### src/rtl/sample_buffer.sv
// sample_buffer: valid/ready sample capture into a first-word-fall-through buffer with sample-and-hold output.
// Optional drop counter enabled by defining SAMPLE_BUFFER_DROP_CNT_EN.
module sample_buffer #(
   parameter int unsigned WIDTH = 4,
   parameter int unsigned DEPTH = 4
) (
   input  logic                       clk,
   input  logic                       rst,
   input  logic                       in_valid,
   input  logic [WIDTH-1:0]           in_data,
   output logic                       in_ready,
   output logic                       out_valid,
   output logic [WIDTH-1:0]           out_data,
   input  logic                       out_ready,
   output logic [$clog2(DEPTH):0]     level,
   output logic                       overflow,
`ifdef SAMPLE_BUFFER_DROP_CNT_EN
   output logic [7:0]                 drop_cnt,
`endif
   input  logic                       clr_ovf
);

   localparam int unsigned AW  = $clog2(DEPTH);
   localparam int unsigned LW  = AW + 1;

   typedef enum logic [1:0] {EMPTY, PARTIAL, FULL} state_t;

   state_t            state_q, state_d;
   logic [WIDTH-1:0]  mem [DEPTH];
   logic [AW-1:0]     wp, rp;
   logic [LW-1:0]     level_q;
   logic [WIDTH-1:0]  hold_reg;
   logic              overflow_q;
   logic              push, pop, drop;

   assign in_ready  = (state_q != FULL);
   assign out_valid = (state_q != EMPTY);
   assign push      = in_valid & in_ready;
   assign pop       = out_valid & out_ready;
   assign drop      = in_valid & ~in_ready;
   assign out_data  = out_valid ? mem[rp] : hold_reg;
   assign level     = level_q;
   assign overflow  = overflow_q;

   // Occupancy class tracks level; it exists so the handshake flags come straight from a register
   always_comb begin
      state_d = state_q;
      case (state_q)
         EMPTY: begin
            if (push) state_d = PARTIAL;
         end
         PARTIAL: begin
            if (push && !pop && level_q == LW'(DEPTH - 1))
               state_d = FULL;
            else if (pop && !push && level_q == LW'(1))
               state_d = EMPTY;
         end
         FULL: begin
            if (pop) state_d = PARTIAL;
         end
         default: state_d = EMPTY;
      endcase
   end

   always_ff @(posedge clk) begin
      if (rst) begin
         state_q    <= EMPTY;
         wp         <= '0;
         rp         <= '0;
         level_q    <= '0;
         hold_reg   <= '0;
         overflow_q <= 1'b0;
      end else begin
         state_q <= state_d;
         if (push) wp <= wp + AW'(1);
         if (pop) begin
            rp       <= rp + AW'(1);
            hold_reg <= mem[rp];
         end
         case ({push, pop})
            2'b10:   level_q <= level_q + LW'(1);
            2'b01:   level_q <= level_q - LW'(1);
            default: level_q <= level_q;
         endcase
         // A drop in the same cycle outranks the clear
         if (drop)         overflow_q <= 1'b1;
         else if (clr_ovf) overflow_q <= 1'b0;
      end
   end

   // Storage is deliberately left unreset
   always_ff @(posedge clk) begin
      if (push) mem[wp] <= in_data;
   end

`ifdef SAMPLE_BUFFER_DROP_CNT_EN
   logic [7:0] drop_cnt_q;

   always_ff @(posedge clk) begin
      if (rst)
         drop_cnt_q <= '0;
      else if (drop && clr_ovf)
         drop_cnt_q <= 8'd1;
      else if (drop)
         drop_cnt_q <= (drop_cnt_q == 8'hFF) ? drop_cnt_q : drop_cnt_q + 8'd1;
      else if (clr_ovf)
         drop_cnt_q <= '0;
   end

   assign drop_cnt = drop_cnt_q;
`endif

endmodule

### config.mk
export PLATFORM = sky130hd
export DESIGN_NAME = sample_buffer
export DESIGN_NICKNAME = d
export VERILOG_FILES = /design/src/rtl/sample_buffer.sv
export SDC_FILE = /design/constraint.sdc
export NUM_CORES = 1
export LEC_CHECK = 0
export ABC_AREA = 1
export CORE_MARGIN = 2
export CORE_UTILIZATION = 30
export CTS_BUF_LIST = sky130_fd_sc_hd__clkbuf_4 sky130_fd_sc_hd__clkbuf_8
export DETAILED_ROUTE_END_ITERATION = 7
export PLACE_DENSITY = 0.56
export RECOVER_POWER = 25
export SLEW_MARGIN = 20
export SYNTH_ARGS = -nofsm -noshare
export SYNTH_HDL_FRONTEND = slang
export SYNTH_SLANG_ARGS = --single-unit
export TNS_END_PERCENT = 1
### constraint.sdc
create_clock -name clk -period 2.17 [get_ports clk]
set_clock_uncertainty 0.15 [all_clocks]
set_input_delay 0.434 -clock clk [delete_from_list [all_inputs] [get_ports clk]]
set_output_delay 0.434 -clock clk [all_outputs]
set_load 0.05 [all_outputs]
# Yosys cells after proc, flatten, opt, wreduce, memory -nomap -nowiden
# Memory sizes are Yosys's and may differ from the RTL's. A register that Yosys moved wholly into a read port is not among the register bits.
# Index checks and enable logic that the tools add are counted.
[word_totals] ff_bits=14 latch_bits=0 ram_bits=16 mem_bits_ro=0 output_inout_bits=10 n_memories=1
[memory_table] name="mem" words=4 word_bits=4 rd=1 rd_clocked_by_memory_dff=1 write_ports=1 line_no="29" rtl="logic [WIDTH-1:0] mem [DEPTH];"
[classes] n_addsub=4 mul=0 div_mod_pow=0 n_lt_le_gt_ge=0 eq_ne=10 shift=0 mux=13 bitwise=4 reduce_logical=11
[ops] operator="2-to-1 mux 2 bit" count=6
[ops] operator="!= test 2 bit, second input constant" count=3
[ops] operator="case mux 2 bit (3 select lines)" count=1
[ops] operator="case mux 3 bit (2 select lines)" count=1
[ops] operator="nonzero test 2 bit" count=3
[ops] operator="adder 2 x 1 -> 2 bit, second input constant" count=2
[ops] operator="equality test 2 x 1 -> 1 bit, second input constant" count=2
[ops] operator="equality test 2 bit, second input constant" count=2
[ops] operator="logical AND 1 bit" count=4
[ops] operator="2-to-1 mux 1 bit" count=4
[ops] operator="2-to-1 mux 4 bit" count=1
[ops] operator="adder 3 x 1 -> 3 bit, second input constant" count=1
[ops] operator="bitwise AND 1 bit" count=3
[ops] operator="equality test 3 x 1 -> 1 bit, second input constant" count=1
[ops] operator="equality test 3 x 2 -> 1 bit, second input constant" count=1
[ops] operator="!= test 3 bit, second input constant" count=1
[ops] operator="AND reduction 3 bit" count=1
[ops] operator="subtractor 3 x 1 -> 3 bit, second input constant" count=1
[ops] operator="zero test 1 bit" count=2
[ops] operator="zero test 2 bit" count=1
[ops] operator="NOT 1 bit" count=1

# Longest topological paths before layout
# Gate-level depths: netlist of the first run.
[depth] word_depth=8 ltp_mapped=8 depth_no_buf=8

# Worst setup path after synthesis of the first run
# Ideal clock, no wire load.
[synth_path] path_kind="reg2out" startpoint="reg (tool-made name)" endpoint="out out_data[2]" arrival_time_ns=1.784 t_required_ns=1.586 slack_ns=-0.198 path_stages_with_launch=7 path_buffers=1 path_cell_list="dfxtp_1 -> buf_2 -> inv_2 -> nand2_1 -> nand3_1 -> nand2_1 -> o21ai_0"
[synth_lines] element="end, declared" line_no="13" rtl="output logic [WIDTH-1:0] out_data,"

# Worst setup path in the final report of the first run
[layout_path] startpoint="reg level_q[0], in the netlist level[0]" endpoint="out level[0]"
[layout_lines] element="start, declared" line_no="31" rtl="logic [LW-1:0] level_q;"
[layout_lines] element="start signal, assigned" line_no="81" rtl="2'b10: level_q <= level_q + LW'(1);"
[layout_lines] element="start signal, assigned" line_no="82" rtl="2'b01: level_q <= level_q - LW'(1);"
[layout_lines] element="start signal, assigned" line_no="83" rtl="default: level_q <= level_q;"
[layout_lines] element="end, declared" line_no="15" rtl="output logic [$clog2(DEPTH):0] level,"
# No word-level cell between the ends.

==> results of run 1 <==
## synth_stat cells
master | n | area, um2
a21oi_1 | 14 | 70.1
a21oi_2 | 1 | 8.76
buf_2 | 1 | 5.00
buf_4 | 1 | 7.51
buf_6 | 1 | 11.3
dfxtp_1 | 16 | 320
edfxtp_1 | 16 | 480
ha_1 | 10 | 125
inv_1 | 20 | 75.1
inv_2 | 1 | 3.75
nand2_1 | 33 | 124
nand2_2 | 1 | 6.26
nand3_1 | 13 | 65.1
nor2_1 | 7 | 26.3
nor2_2 | 1 | 6.26
nor2_4 | 1 | 11.3
o211ai_1 | 1 | 7.51
o21ai_0 | 9 | 45.0
o21ai_1 | 2 | 10.0
o21ai_2 | 2 | 17.5
xor2_1 | 3 | 26.3
## placed cells by master (no fill, tap or decap), drive strengths merged
master	n
a21oi	15
buf	13
clkbuf	5
clkdlybuf4s50	8
clkinv	2
dfxtp	16
dlygate4sd3	4
edfxtp	16
ha	10
inv	21
nand2	34
nand3	13
nor2	9
o211ai	1
o21ai	13
xor2	3
## stage by stage
step                instance area [um2]  hold slack (ps)  setup WS (ps)  instances  setup TNS, ps
finish                             1850              334            103        237              0
global route                       1850              367           45.7        237              0
CTS                                1840              342           68.0        237              0
detailed placement                 1760              331            173        230              0
global placement                   1760              303            189        230              0
floorplan                          1450              304           -198        154           -198
## area by class of cell
| class | count | area, um2 | area share, % |
|---|---|---|---|
| Multi-Input combinational cell | 98 | 553 | 30.0 |
| Tap cell | 54 | 67.6 | 3.66 |
| Timing Repair Buffer | 25 | 268 | 14.5 |
| Sequential cell | 32 | 802 | 43.5 |
| Clock buffer | 5 | 68.8 | 3.73 |
| Clock inverter | 2 | 7.51 | 0.407 |
| Inverter | 21 | 78.8 | 4.27 |
## logic make-up (layout without fill, tap and decap cells)
| group | Yosys count | count (layout) |
|---|---|---|
| AOI/OAI and AO/OA | 29 | 29 |
| xor gates and xnor gates | 3 | 3 |
| adders and majority gates | 10 | 10 |
| buffers and inverters | 24 | 53 |
| DFF | 32 | 32 |
| and+or+nand+nor | 56 | 56 |
## path summary, 6_finish.rpt
kind	endpoint	cells past startpoint	slack [ps]
hold reg to reg	overflow	2	330
setup / recovery	level[0]	1	100
setup reg to reg	level[0]	6	450
hold / removal	overflow	2	330
## layer usage
layer | vias up | GRT usage [%] | share of wire (%) | routed length, um
met5 | - | 0 | 0 | 0
met4 | 0 | 5.45 | 2.2 | 57
met3 | 5 | 3.29 | 3.1 | 82
met2 | 20 | 17.6 | 48 | 1250
met1 | 459 | 13.6 | 47 | 1210
li1 | 560 | - | - | -
## timing repair
| action | 4_1_cts | 5_1_grt |
|---|---|---|
| resized for setup | 1 | 2 |
| cloned | 0 | 0 |
| buffers inserted | 0 | 0 |
| setup endpoints to repair | 1 | 4 |
## power by group through the flow
stage	combinational, W	sequential (W)	clock (W)
2_1_floorplan	0.000184	0.000731	0
6_report	0.000335	0.000697	0.000407
4_1_cts	0.000339	0.000697	0.000416
3_3_place_gp	0.000335	0.000710	0
3_5_place_dp	0.000336	0.000710	0
5_1_grt	0.000371	0.000702	0.000439
==> metrics.md, run 1 <==
| Metric | Value |
|---|---|
| Status | finished, final reports clean |
| Final Hold Vio Count | 0 |
| Num ports | 19 |
| Pwr dens | 780 mW/mm2 |
| Clock power frac | 28.3% |
| Post-synthesis compound-gate area fraction | 10.9% |
| Post-synthesis cell area | 0.00145 mm2 |
| Area grow syn2layout | 27.0% |
| Type of the worst setup path | flop to primary output |
| Die Wd | 73.6 um |
| Layout cells sized above 1 | 14.8% |
| Synthesis Warnings | 0 |
| Tcrit/Tclk final | 95.3% |
| Seq pwr share | 48.5% |
| Total gr overflow | 0 |
| HPWL Detailed | 1.90 mm |
| DIE AREA | 0.00541 mm2 |
| Crit path cell chain | clkdlybuf4s50_1 |
| # rows | 25 |
| DRT iter0 DRCs | 50 |
| Bufs and invs on worst path | 1 |
| Antenna violations before repair | 0 |
| Actual slew at the worst max-slew pin | 491 ps |
| Max Freq | 484 MHz |
| Startpoint types | flop |
| Hold Buf Count CTS | 0 |
| DR vias/cell | 4.41 |
| First-pass GRT wire length | 4.42 mm |
| Drt total wl | 2.61 mm |
| Slowest stage delay, CP | 820 ps |
| Placer congestion estimate | 0.747 |
| Mux contribution to synthesized area | 0% |
| Die Y | 73.6 um |
| # Max-Cap Violations | 0 |
| Port Buf Inserts | 18 |
| RSZ-0062 raised after global routing | no |
| Worst Hold Class | flop to flop |
| #FFs+latches synth | 32 |
| Final setup fails | 0 |
| TritonCTS Buffers | 5 |
| Slowest CP cell | clkdlybuf4s50_1 |
| Synth Area in Adders | 8.61% |
| GRT Util Overall | 11.1% |
| Final min period | 2070 ps |
| Part of the power in combinational logic | 23.3% |
| Routed length per instance | 11.0 um |
| Slew Limit Headroom | 67.1% |
| Largest family of logic cells by synthesized area | simple AND/OR/NAND/NOR gates |
| DRC Markers | 0 |
| Seq/Total Area, Yosys | 55.1% |
| Fill count | 457 |
| P_sw | 0.000420 W |
| Worst path required time | 1590 ps |
| Clk Latency, worst-skew pair | 280 ps |
| ANT nets after route | 0 |
| Total power | 0.00144 W |
| Via count | 1,044 |
| Post-Syn Nets | 173 |
| FF-to-FF Start | state_q[1] |
| Sw Share | 29.2% |
| CP Launch Point | level[0] |
| Maximum root-to-sink buffer count | 2 |
| Core box area | 0.00469 mm2 |
| Leakage | 0.769 nW |
| Starting Density | 31.0% |
| Fin nets | 202 |
| Simple-gate share of the synthesized area | 16.5% |
| Largest net degree at the start of global routing | 13 |
| Min-Delay Startpoint | overflow |
| Internal power | 0.00102 W |
| Pre-antenna DRT Iters | 5 |
| CP endpoint kind | primary output |
| Clock transition at the registers of the reported paths | 60 ps |
| Vias in the first global route | 957 |
| Final slew viol count | 0 |
| CTS H-tree depth | 2 |
| Family with the most delay on the worst path | buffers and inverters |
| Count of cell types in the netlist | 21 |
| VDD IR max | 0.375 mV |
| Number of flip-flops under the largest register name | 16 |
| Arrival @ worst endpoint | 1480 ps |
| CTS tree | yes |
| CTS root buffer | clkbuf_8 |
| Largest fanout on the critical path | 4 |
| Synthesized instance count | 154 |
| XOR/XNOR share of the synthesized area | 1.81% |
| Final core occ | 39.3% |
| Clock Sinks | 32 |
| Number of diodes | 0 |
| Synth Area per Inst | 9.43 um2 |
Note: power is estimated with default switching activity, not from simulation.
==> inputs of run 2 (changes only) <==
--- a/config.mk
+++ b/config.mk
@@ -6,11 +6,12 @@
 export NUM_CORES = 1
 export LEC_CHECK = 0
 export ABC_AREA = 1
+export CAP_MARGIN = 20
 export CORE_MARGIN = 2
-export CORE_UTILIZATION = 30
+export CORE_UTILIZATION = 25
 export CTS_BUF_LIST = sky130_fd_sc_hd__clkbuf_4 sky130_fd_sc_hd__clkbuf_8
 export DETAILED_ROUTE_END_ITERATION = 7
-export PLACE_DENSITY = 0.56
+export PLACE_DENSITY = 0.49
 export RECOVER_POWER = 25
 export SLEW_MARGIN = 20
 export SYNTH_ARGS = -nofsm -noshare
==> metrics.md, run 2 (synthesized netlist as in run 1, its figures left out) <==
| Metric | Value |
|---|---|
| GRT met2 Usage | 14.0% (was 17.6%) |
| VDD IR max | 0.309 mV (was 0.375 mV) |
| Slew Limit Headroom | 66.5% (was 67.1%) |
| RSZ-0062 raised after global routing | no (unchanged) |
| Num ports | 19 (unchanged) |
| Largest net degree at the start of global routing | 13 (unchanged) |
| CTS tree | yes (unchanged) |
| Pre-antenna DRT Iters | 4 (was 5) |
| # rows | 27 (was 25) |
| Setup WS post-layout | 94.9 ps (was 103 ps) |
| First-pass GRT wire length | 4.60 mm (was 4.42 mm) |
| DIE AREA | 0.00644 mm2 (was 0.00541 mm2) |
| Worst Hold Class | flop to flop (unchanged) |
| Setup_tns | 0 ps (unchanged) |
| DRT iter0 DRCs | 90 (was 50) |
| CP endpoint kind | primary output (unchanged) |
| Routed length per instance | 10.4 um (was 11.0 um) |
| Arrival @ worst endpoint | 1490 ps (was 1480 ps) |
| Cell Count, Final, Fillers Out | 257 (was 237) |
| DR vias/cell | 3.99 (was 4.41) |
| Leakage | 0.788 nW (was 0.769 nW) |
| Crit path cell chain | clkdlybuf4s50_1 (unchanged) |
| Port Buf Inserts | 18 (unchanged) |
| Max Freq | 482 MHz (was 484 MHz) |
| Pwr dens | 800 mW/mm2 (was 780 mW/mm2) |
| Final min period | 2080 ps (was 2070 ps) |
| TritonCTS Buffers | 5 (unchanged) |
| # Max-Cap Violations | 0 (unchanged) |
| Total gr overflow | 0 (unchanged) |
| Final slew viol count | 0 (unchanged) |
| Clk Latency, worst-skew pair | 280 ps (about the same) |
| Core box area | 0.00557 mm2 (was 0.00469 mm2) |
| Final setup fails | 0 (unchanged) |
| Number of flip-flops under the largest register name | 16 (unchanged) |
| Type of the worst setup path | flop to primary output (unchanged) |
| Tcrit/Tclk final | 95.6% (was 95.3%) |
| Actual slew at the worst max-slew pin | 502 ps (was 491 ps) |
| Busiest grt layer | met2 (unchanged) |
| Die Wd | 80.2 um (was 73.6 um) |
| Final core occ | 34.1% (was 39.3%) |
| Drt total wl | 2.66 mm (was 2.61 mm) |
| Startpoint types | flop (unchanged) |
| Dpl cells | 249 (was 230) |
| Layout cells sized above 1 | 16.8% (was 14.8%) |
| Slowest CP cell | clkdlybuf4s50_1 (unchanged) |
| Grt met3 use | 2.36% (was 3.29%) |
| GRT Util Overall | 9.60% (was 11.1%) |
| Die Y | 80.2 um (was 73.6 um) |
| Placer congestion estimate | 0.787 (was 0.747) |
| Most common cell after layout, fill and taps aside | nand2_1 (unchanged) |
| Bufs and invs on worst path | 1 (unchanged) |
| Status | finished, final reports clean (unchanged) |
| Clock transition at the registers of the reported paths | 70 ps (was 60 ps) |
| Family with the most delay on the worst path | buffers and inverters (unchanged) |
| Antenna violations before repair | 0 (unchanged) |
| Final Hold Vio Count | 0 (unchanged) |
| Worst path required time | 1590 ps (about the same) |
| Largest fanout on the critical path | 4 (unchanged) |
| CTS root buffer | clkbuf_8 (unchanged) |
| Met1 Use GR | 12.4% (was 13.6%) |
| Vias in the first global route | 979 (was 957) |
| Clock Sinks | 32 (unchanged) |
| Fin nets | 203 (was 202) |
| Starting Density | 26.1% (was 31.0%) |
| HPWL Detailed | 1.99 mm (was 1.90 mm) |
| Slowest stage delay, CP | 820 ps (about the same) |
| Total power | 0.00152 W (was 0.00144 W) |
| CTS H-tree depth | 2 (unchanged) |
| Area grow syn2layout | 30.7% (was 27.0%) |
| Via count | 1,026 (was 1,044) |
| Number of diodes | 0 (unchanged) |
| ANT nets after route | 0 (unchanged) |
| Maximum root-to-sink buffer count | 2 (unchanged) |
| Most frequent cells in the layout | nand2_1 (33), inv_1 (20), dfxtp_1 (16), edfxtp_1 (16), a21oi_1 (14) (was nand2_1 (33), inv_1 (20), edfxtp_1 (16)) |
| DRC Markers | 0 (unchanged) |
| Post-Place Setup Slack | 166 ps (was 173 ps) |
run 2: changes by cell type in the layout (fill, tap and decap cells not counted):
cell,previous run,this run
dfxtp_2,1,0
o21ai_1,3,2
clkbuf_8,5,6
clkbuf_4,0,2
buf_4,9,10
clkinv_1,2,0
dfxtp_1,15,16
o21ai_2,3,4
run 2: area by class of cell:
class | count | area [um2]
clock buffers | 8 | 97.6
fillers | 573 | 3670
inverters | 21 | 78.8
multi-input cells | 98 | 557
flip-flops and latches | 32 | 801
well taps | 72 | 90.1
repair buffers | 26 | 275
run 2: per-stage QoR:
step | hold slack (ps) | area [um2]
CTS | 319 | 1890
global placement | 304 | 1790
global route | 366 | 1900
finish | 315 | 1900
detailed placement | 309 | 1790
floorplan | 304 | 1450
run 2: what timing repair did:
action                     CTS  global route
gates cloned                 0             0
setup endpoints to repair    1             2
hold buffers                 0             0
setup buffers                0             0
gates resized for setup      1             2
run 2: final timing paths:
check / cells after the start / slack, ps / end / startpoint
setup / recovery: 1 / 90 / level[0] / level[0]
hold / removal: 2 / 310 / overflow / overflow
setup reg to reg: 6 / 610 / level[0] / state_q[0]
hold reg to reg: 2 / 310 / overflow / overflow
run 2: where the power goes:
| group | switching, W | total, W | internal (W) |
|---|---|---|---|
| sequential | 0.0000243 | 0.000697 | 0.000673 |
| combinational | 0.000200 | 0.000338 | 0.000138 |
| clock | 0.000202 | 0.000485 | 0.000283 |
run 2: layer usage:
metal  share of wire (%)  vias to the layer above
met5                   0                        -
met3                 3.0                        5
met1                  48                      439
met2                  46                       15
li1                    -                      567
met4                 2.6                        0
==> inputs of run 3 (changes only) <==
--- a/config.mk
+++ b/config.mk
@@ -7,11 +7,11 @@
 export LEC_CHECK = 0
 export ABC_AREA = 1
 export CAP_MARGIN = 20
-export CORE_MARGIN = 2
-export CORE_UTILIZATION = 25
+export CORE_MARGIN = 3
+export CORE_UTILIZATION = 52
 export CTS_BUF_LIST = sky130_fd_sc_hd__clkbuf_4 sky130_fd_sc_hd__clkbuf_8
 export DETAILED_ROUTE_END_ITERATION = 7
-export PLACE_DENSITY = 0.49
+export PLACE_DENSITY = 0.83
 export RECOVER_POWER = 25
 export SLEW_MARGIN = 20
 export SYNTH_ARGS = -nofsm -noshare
==> metrics.md, run 3 (synthesized netlist as in run 1, its figures left out) <==
| Metric | Value |
|---|---|
| Status | finished, final reports clean (unchanged) |
| Maximum root-to-sink buffer count | 2 (unchanged) |
| Clk Latency, worst-skew pair | 330 ps (was 280 ps) |
| Routed length per instance | 13.7 um (was 10.4 um) |
| Pre-antenna DRT Iters | 4 (unchanged) |
| Final core occ | 68.3% (was 34.1%) |
| Pwr dens | 774 mW/mm2 (was 800 mW/mm2) |
| Total power | 0.00136 W (was 0.00152 W) |
| Min-Delay Startpoint | overflow (unchanged) |
| Largest fanout on the critical path | 3 (was 4) |
| Crit path cell chain | clkdlybuf4s50_1 (unchanged) |
| Final min period | 2100 ps (was 2080 ps) |
| Max Freq | 476 MHz (was 482 MHz) |
| Bufs and invs on worst path | 1 (unchanged) |
| Type of the worst setup path | flop to primary output (unchanged) |
| DR vias/cell | 5.20 (was 3.99) |
| Fin nets | 196 (was 203) |
| ANT nets after route | 0 (unchanged) |
| Seq pwr share | 51.5% (was 45.9%) |
| CTS tree | yes (unchanged) |
| Die Y | 58.9 um (was 80.2 um) |
| Arrival @ worst endpoint | 1520 ps (was 1490 ps) |
| DRT iter0 DRCs | 45 (was 90) |
| Met1 Use GR | 22.1% (was 12.4%) |
| First-pass GRT wire length | 4.90 mm (was 4.60 mm) |
| Grt met3 use | 5.26% (was 2.36%) |
| Final Hold Vio Count | 0 (unchanged) |
| Slew Limit Headroom | 66.3% (was 66.5%) |
| Internal power | 0.000932 W (was 0.00109 W) |
| CTS H-tree depth | 2 (unchanged) |
| Slowest stage delay, CP | 810 ps (was 820 ps) |
| Register-to-register path setup slack | 500 ps (was 610 ps) |
| Worst Hold Class | flop to flop (unchanged) |
| # Max-Cap Violations | 0 (unchanged) |
| Total gr overflow | 0 (unchanged) |
| Hold-critical path depth | 2 (unchanged) |
| Family with the most delay on the worst path | buffers and inverters (unchanged) |
| Largest net degree at the start of global routing | 13 (unchanged) |
| Worst path required time | 1590 ps (about the same) |
| TritonCTS Buffers | 5 (unchanged) |
| DIE AREA | 0.00346 mm2 (was 0.00644 mm2) |
| HPWL Detailed | 2.18 mm (was 1.99 mm) |
| VDD IR max | 0.492 mV (was 0.309 mV) |
| DRC Markers | 0 (unchanged) |
| Sw Share | 31.4% (was 28.0%) |
| RR Endpoint | level[0] (unchanged) |
| FF-to-FF Start | state_q[0] (unchanged) |
| Num ports | 19 (unchanged) |
| Worst-case reg-to-reg path depth | 6 (unchanged) |
| GRT Util Overall | 19.6% (was 9.60%) |
| Clock transition at the registers of the reported paths | 100 ps (was 70 ps) |
| Via count | 1,082 (was 1,026) |
| RSZ-0062 raised after global routing | no (unchanged) |
| Antenna violations before repair | 0 (unchanged) |
| Area grow syn2layout | 20.8% (was 30.7%) |
| WHS Endpoint | overflow (unchanged) |
| Actual slew at the worst max-slew pin | 503 ps (was 502 ps) |
| Layout cells sized above 1 | 12.4% (was 16.8%) |
| Most frequent cells in the layout | nand2_1 (33), inv_1 (20), edfxtp_1 (16) (was nand2_1 (33), inv_1 (20), dfxtp_1 (16), edfxtp_1 (16), a21oi_1 (14)) |
| Starting Density | 56.6% (was 26.1%) |
| Clock power frac | 24.3% (was 31.9%) |
| Tcrit/Tclk final | 96.9% (was 95.6%) |
| Most common cell after layout, fill and taps aside | nand2_1 (unchanged) |
| Leakage | 0.745 nW (was 0.788 nW) |
| Placer congestion estimate | 0.860 (was 0.787) |
| Clock Sinks | 32 (unchanged) |
| Number of flip-flops under the largest register name | 16 (unchanged) |
| Busiest grt layer | met2 (unchanged) |
| Slowest CP cell | clkdlybuf4s50_1 (unchanged) |
| Vias in the first global route | 1,050 (was 979) |
| Part of the power in combinational logic | 24.3% (was 22.2%) |
| Final slew viol count | 0 (unchanged) |
| GRT met2 Usage | 33.0% (was 14.0%) |
| Post-CTS setup buffer count | 0 (unchanged) |
| Drt total wl | 2.85 mm (was 2.66 mm) |
| Number of diodes | 0 (unchanged) |
| CP endpoint kind | primary output (unchanged) |
| Die Wd | 58.9 um (was 80.2 um) |
| Hold Buf Count CTS | 0 (unchanged) |
| Startpoint types | flop (unchanged) |
| Core box area | 0.00257 mm2 (was 0.00557 mm2) |
| # rows | 18 (was 27) |
| Final setup fails | 0 (unchanged) |
| CTS root buffer | clkbuf_4 (was clkbuf_8) |
| Port Buf Inserts | 18 (unchanged) |
| P_sw | 0.000426 W (about the same) |
run 3: final cells by class:
| type | count | area [um2] |
|---|---|---|
| multi-input cells | 98 | 558 |
| repair buffers | 19 | 225 |
| flip-flops and latches | 32 | 802 |
| fillers | 203 | 813 |
| clock buffers | 6 | 45.0 |
| well taps | 30 | 37.5 |
| clock inverters | 2 | 7.51 |
| inverters | 21 | 78.8 |
run 3: worst register-to-register path, cell delays in order (launching register included):
cell and delay, ps:
dfxtp_1 400, inv_1 110, nand2_1 110, nand2_2 130, ha_1 400, o21ai_0 210
a21oi_1 50
run 3: worst max-delay path by stage:
stage | from | endpoint | depth (start not counted) | slack [ps]
after floorplan | flop | out_data[3] | 6 | -200
after global placement | in_valid | level[1] | 6 | 210
after detailed placement | in_valid | level[0] | 5 | 150
after CTS | flop | out_data[3] | 6 | 20
after global routing | flop | out_data[1] | 6 | 0.5
final | level[2] | level[2] | 1 | 70
run 3: repair_timing:
action,4_1_cts,5_1_grt
resized for setup,0,5
hold endpoints to repair,0,0
endpoints found under the setup margin,0,5
run 3: metrics by stage:
stage / hold WS, ps / worst slack [ps] / setup TNS (ps) / cell area [um2] / instances
floorplan: 304 / -198 / -198 / 1450 / 154
global placement: 305 / 209 / 0 / 1690 / 200
detailed placement: 313 / 145 / 0 / 1690 / 200
CTS: 328 / 19.7 / 0 / 1740 / 208
global route: 342 / 0.472 / 0 / 1750 / 208
finish: 324 / 67.2 / 0 / 1750 / 208
run 3: layer usage:
layer  vias up  wire length [um]
met5         -                 0
met4         0                27
met3         2               105
met2        19              1480
met1       507              1240
li1        554                 -
run 3: power by group through the flow:
stage / Combinational (W) / Clock, W / Sequential [W]
floorplan: 0.000184 / 0 / 0.000731
global placement: 0.000313 / 0 / 0.000708
detailed placement: 0.000328 / 0 / 0.000711
CTS: 0.000329 / 0.000336 / 0.000697
global route: 0.000360 / 0.000358 / 0.000703
finish: 0.000330 / 0.000329 / 0.000699
==> edit 1, RTL diff (settings of run 3) <==
`DEPTH`: 4 -> 2.
--- a/src/rtl/sample_buffer.sv
+++ b/src/rtl/sample_buffer.sv
@@ -4,3 +4,3 @@
    parameter int unsigned WIDTH = 4,
-   parameter int unsigned DEPTH = 4
+   parameter int unsigned DEPTH = 2
 ) (
Interface: changed (resized level); port bits go from 19 to 18. The function was not compared with the original's and may differ.
==> edit 1 against run 3 <==
  * Die area is 35% lower
  * Wire length is 45% lower
  * Final area is 35% lower
  * Final cell count is 35% lower
  * Total power is 36% lower
  * Clock power is 45% lower
  * Sequential cell count is 12 lower
  * Area after synthesis is 39% lower
  * Count of clock-buffer cells in the layout is 3 lower
  * Worst setup slack better by 20 ps
  * Via count is 34% lower
  * Critical path type unchanged
  * Largest power group unchanged
  * Highest routed layer unchanged
==> edit 1: results (changes against run 3) <==
* Num CTS Buffers at 3 (-2)
* Post-synth top cells: inv_1 (15), nand2_1 (15), dfxtp_1 (12)
* Max incr delay on CP at 360 ps (-450 ps)
* Status: completed
* Antenna violations before repair at 0 (unchanged)
* Dpl ws at 299 ps (+154 ps)
* Wire length of the first global-routing pass at 2.54 mm (-48%)
* Largest cells by area after synthesis: dfxtp_1 (27%), edfxtp_1 (27%), inv_1 (6.4%), nand2_1 (6.4%), o21ai_0 (5.1%)
* # setup viols final at 0 (unchanged)
* Slew HR at 65.8% (-0.54 points)
* Pin count of the biggest net entering global routing at 12 (-1)
* Clock latency on the worst-skew pair at 300 ps (-30 ps)
* Top_reg_cell synth: dfxtp_1
* EDFF count, synth at 8 (-8)
* Vias at 715 (-34%)
* Root buf cell: clkbuf_4
* Drt total wl at 1.58 mm (-45%)
* Peak VDD IR at 0.616 mV (+25%)
* N_diodes at 0 (unchanged)
* Final Wtd Congestion at 0.800 (-7.0%)
* Vias in the first global route at 645 (-39%)
* Postcts setup bufs at 0 (unchanged)
* Synth async-reset ratio at 0% (unchanged)
* Worst min-delay path class: flop to flop
* CP max-delay cell: dfxtp_1
* Synth warnings at 0 (unchanged)
* PortBufs at 17 (-1)
* Layout cell share with drive strength beyond 1 at 17.5% (+5.1 points)
* Worst EP arrival at 1500 ps (-20 ps)
* Placed Instances at 132 (-34%)
* Via/cell ratio at 5.26 (+1.1%)
* # H-tree levels at 1 (-1)
* Netlist cell types at 20 (-4.8%)
* CP delay by family, top: flip-flops
* Cts repair resizes at 0 (unchanged)
* Seq/Total Area, Yosys at 54.2% (-0.89 points)
* DR pass1 iterations at 4 (unchanged)
* Mapped Cells at 101 (-34%)
* Overall Global Routing Usage at 16.3% (-3.3 points)
* Largest register FFs at 8 (-8)
* Clock Pin Slew Worst Setup and Hold Paths at around 110 ps
* Initial DRC count at 11 (-76%)
* Syn nets at 111 (-36%)
* DRC viols at 0 (unchanged)
* CTS max path bufs at 2 (unchanged)
* DP Wirelength at 1.27 mm (-42%)
* Maximum fanout along the worst path at 11 (+8)
* Leak pwr at 0.474 nW (-36%)
-- edit 1: metal layers --
metal | up-vias | part of all wire, % | track usage, % | routed length (microns)
met5 | - | 0 | 0 | 0
met4 | 0 | 0.70 | 6.63 | 11
met3 | 2 | 3.8 | 4.21 | 60
met2 | 17 | 53 | 28.9 | 843
met1 | 324 | 42 | 18.2 | 666
li1 | 372 | - | - | -
-- edit 1: logic make-up (layout without fill, tap and decap cells) --
kind of cell               after synthesis  after routing  share of synthesized area [%]
DFF                                     20             20                           54.2
buffers and inverters                   19             38                           9.04
adders and majority gates                1              1                           1.41
and+or+nand+nor                         33             33                           17.7
AOI/OAI and AO/OA                       28             28                           17.7
-- edit 1: final cells by class --
type	count	area, sq um
clock buffers	3	22.5
multi-input cells	62	325
flip-flops and latches	20	482
inverters	17	63.8
well taps	16	20.0
repair buffers	17	220
fillers	113	422
clock inverters	1	3.75
-- edit 1: worst paths after layout --
kind                  to  cells after the start  slack (ps)         from
min          hold_reg[0]                      2         310  hold_reg[0]
max reg2reg     level[0]                      7         600   state_q[0]
min reg2reg  hold_reg[0]                      2         310  hold_reg[0]
max          out_data[1]                      4          90   state_q[0]
-- edit 1: where the power goes --
group          switching, mW  total, mW  internal (mW)
registers             0.0157      0.435          0.419
clock network          0.115      0.182         0.0671
logic                  0.152      0.252          0.101
total                  0.282      0.869          0.587
-- edit 1: worst min-delay path, stage by stage, from the launching register on --
cell	delay [ps]
dfxtp_1	320
inv_1	50
a21oi_1	50
==> edit 2, RTL diff (config.mk and constraints of run 3) <==
Made on the original files. Re-encode `state_t` (3 states) as one-hot, 3 bits wide.
--- a/src/rtl/sample_buffer.sv
+++ b/src/rtl/sample_buffer.sv
@@ -25,3 +25,3 @@
 
-   typedef enum logic [1:0] {EMPTY, PARTIAL, FULL} state_t;
+   typedef enum logic [2:0] {EMPTY = 3'b001, PARTIAL = 3'b010, FULL = 3'b100} state_t;
 
Formal check against the unedited RTL: same outputs for any inputs over 10 cycles, from zero or initial values and one cycle with rst high; not proved beyond that.
==> edit 2 against run 3 <==
  * Wire length is 7.2% higher
  * Area after synthesis is 8.3% higher
  * First-iteration DRC count is 20% lower
  * Final area is 8.8% higher
  * Global-route usage is 0.42 points lower
  * Worst setup slack better by 31 ps
  * Sequential cell count is 1 higher
Power is not compared: it rests on default switching activity, and its combinational part moved more than twofold at a synthesized area within 25%.
==> edit 2: results (changes against run 3) <==
* Worst min-delay path class: flop to flop
* Largest cells by area after synthesis: edfxtp_1 (31%), dfxtp_1 (22%), ha_1 (8.0%), nand2_1 (7.2%), inv_1 (6.9%)
* Tot Pwr at approximately 1.9 mW
* Mux share of post-synthesis cell area at 0% (unchanged)
* Sw Share at 38.2%
* RR Startpoint: state_q[1]
* Met3 usage at 7.87% (+2.6 points)
* Routed wl met2 at 1.50 mm (+1.6%)
* Post-synth top cells: nand2_1 (30), inv_1 (29), dfxtp_1 (17)
* Vias in the first global route at 1,207 (+15%)
* Compound-Gate Fraction of Synth Area at 12.8% (+1.9 points)
* Drt total wl at 3.06 mm (+7.2%)
* Reg-to-reg setup timing slack at 220 ps (-280 ps)
* Worst EP arrival at 1490 ps (-30 ps)
* Highest routed layer: met4
* Placed Instances at 224 (+12%)
* Layout Cells excl Fill at 232 (+12%)
* XOR/XNOR share of the synthesized area at 1.67% (-0.14 points)
* Synth Area in Adders at 7.96% (-0.66 points)
* Slew HR at 64.8% (-1.6 points)
* Via/cell ratio at 5.35 (+2.9%)
* Dpl ws at 19.5 ps (-126 ps)
* Seq/Total Area, Yosys at 52.2% (-2.9 points)
* Layout cell share with drive strength beyond 1 at 12.4% (+0.078 points)
* Reg2reg end: state_q[0]
* Pin count of the biggest net entering global routing at 17 (+4)
* Syn nets at 197 (+14%)
* Initial DRC count at 36 (-20%)
* Cell area after placement at 1830 sq um (+8.6%)
* Synth async-reset ratio at 0% (unchanged)
* Top_reg_cell synth: dfxtp_1
* Num CTS Buffers at 5 (unchanged)
* Met1 GRT Util at 22.2% (+0.11 points)
* Root buf cell: clkbuf_4
* Metal3 WL at 157 microns (+50%)
* Largest register FFs at 16 (unchanged)
* Overall Global Routing Usage at 19.2% (-0.42 points)
* Fin Hold WS at 325 ps (+0.568 ps)
* DR pass1 iterations at 5 (+1)
* Reg2Reg Depth at 11 (+5)
* DP Wirelength at 2.31 mm (+5.8%)
* Final Wtd Congestion at 0.840 (-2.4%)
* Syn Area/Cell at 8.84 sq um (-6.3%)
* Cts repair resizes at 2 (+2)
* Wire length of the first global-routing pass at 5.06 mm (+3.2%)
* Maximum fanout along the worst path at 2 (-1)
* Status: completed
* CTS max path bufs at 2 (unchanged)
* Met1 wire length at 1.28 mm (+2.9%)
* M2 GR Usage at 30.7% (-2.3 points)
edit 2: cell count changes after synthesis, moves of 2 or more:
| cell | run 3 | this run |
|---|---|---|
| inv_1 | 20 | 29 |
| nor2_1 | 7 | 16 |
| o21ai_0 | 9 | 16 |
| nand2_1 | 33 | 30 |
| o211ai_1 | 1 | 4 |
| o21ai_2 | 2 | 0 |
edit 2: worst max path at each step:
stage	start	endpoint	slack, ps	depth (start not counted)
5_1_grt	flop	out_data[0]	2	6
6_report	overflow	overflow	100	1
4_1_cts	level[1]	level[1]	8	1
3_3_place_gp	in_valid	state_q[0]	110	9
3_5_place_dp	in_valid	state_q[0]	20	9
2_1_floorplan	state_q[0]	state_q[0]	140	12
edit 2: cell type report:
class	count	area, sq um
fill	224	921
sequential	33	826
multi-input combinational	110	612
timing repair buffer	20	254
inverter	30	113
clock buffer	6	51.3
tap	31	38.8
clock inverter	2	13.8
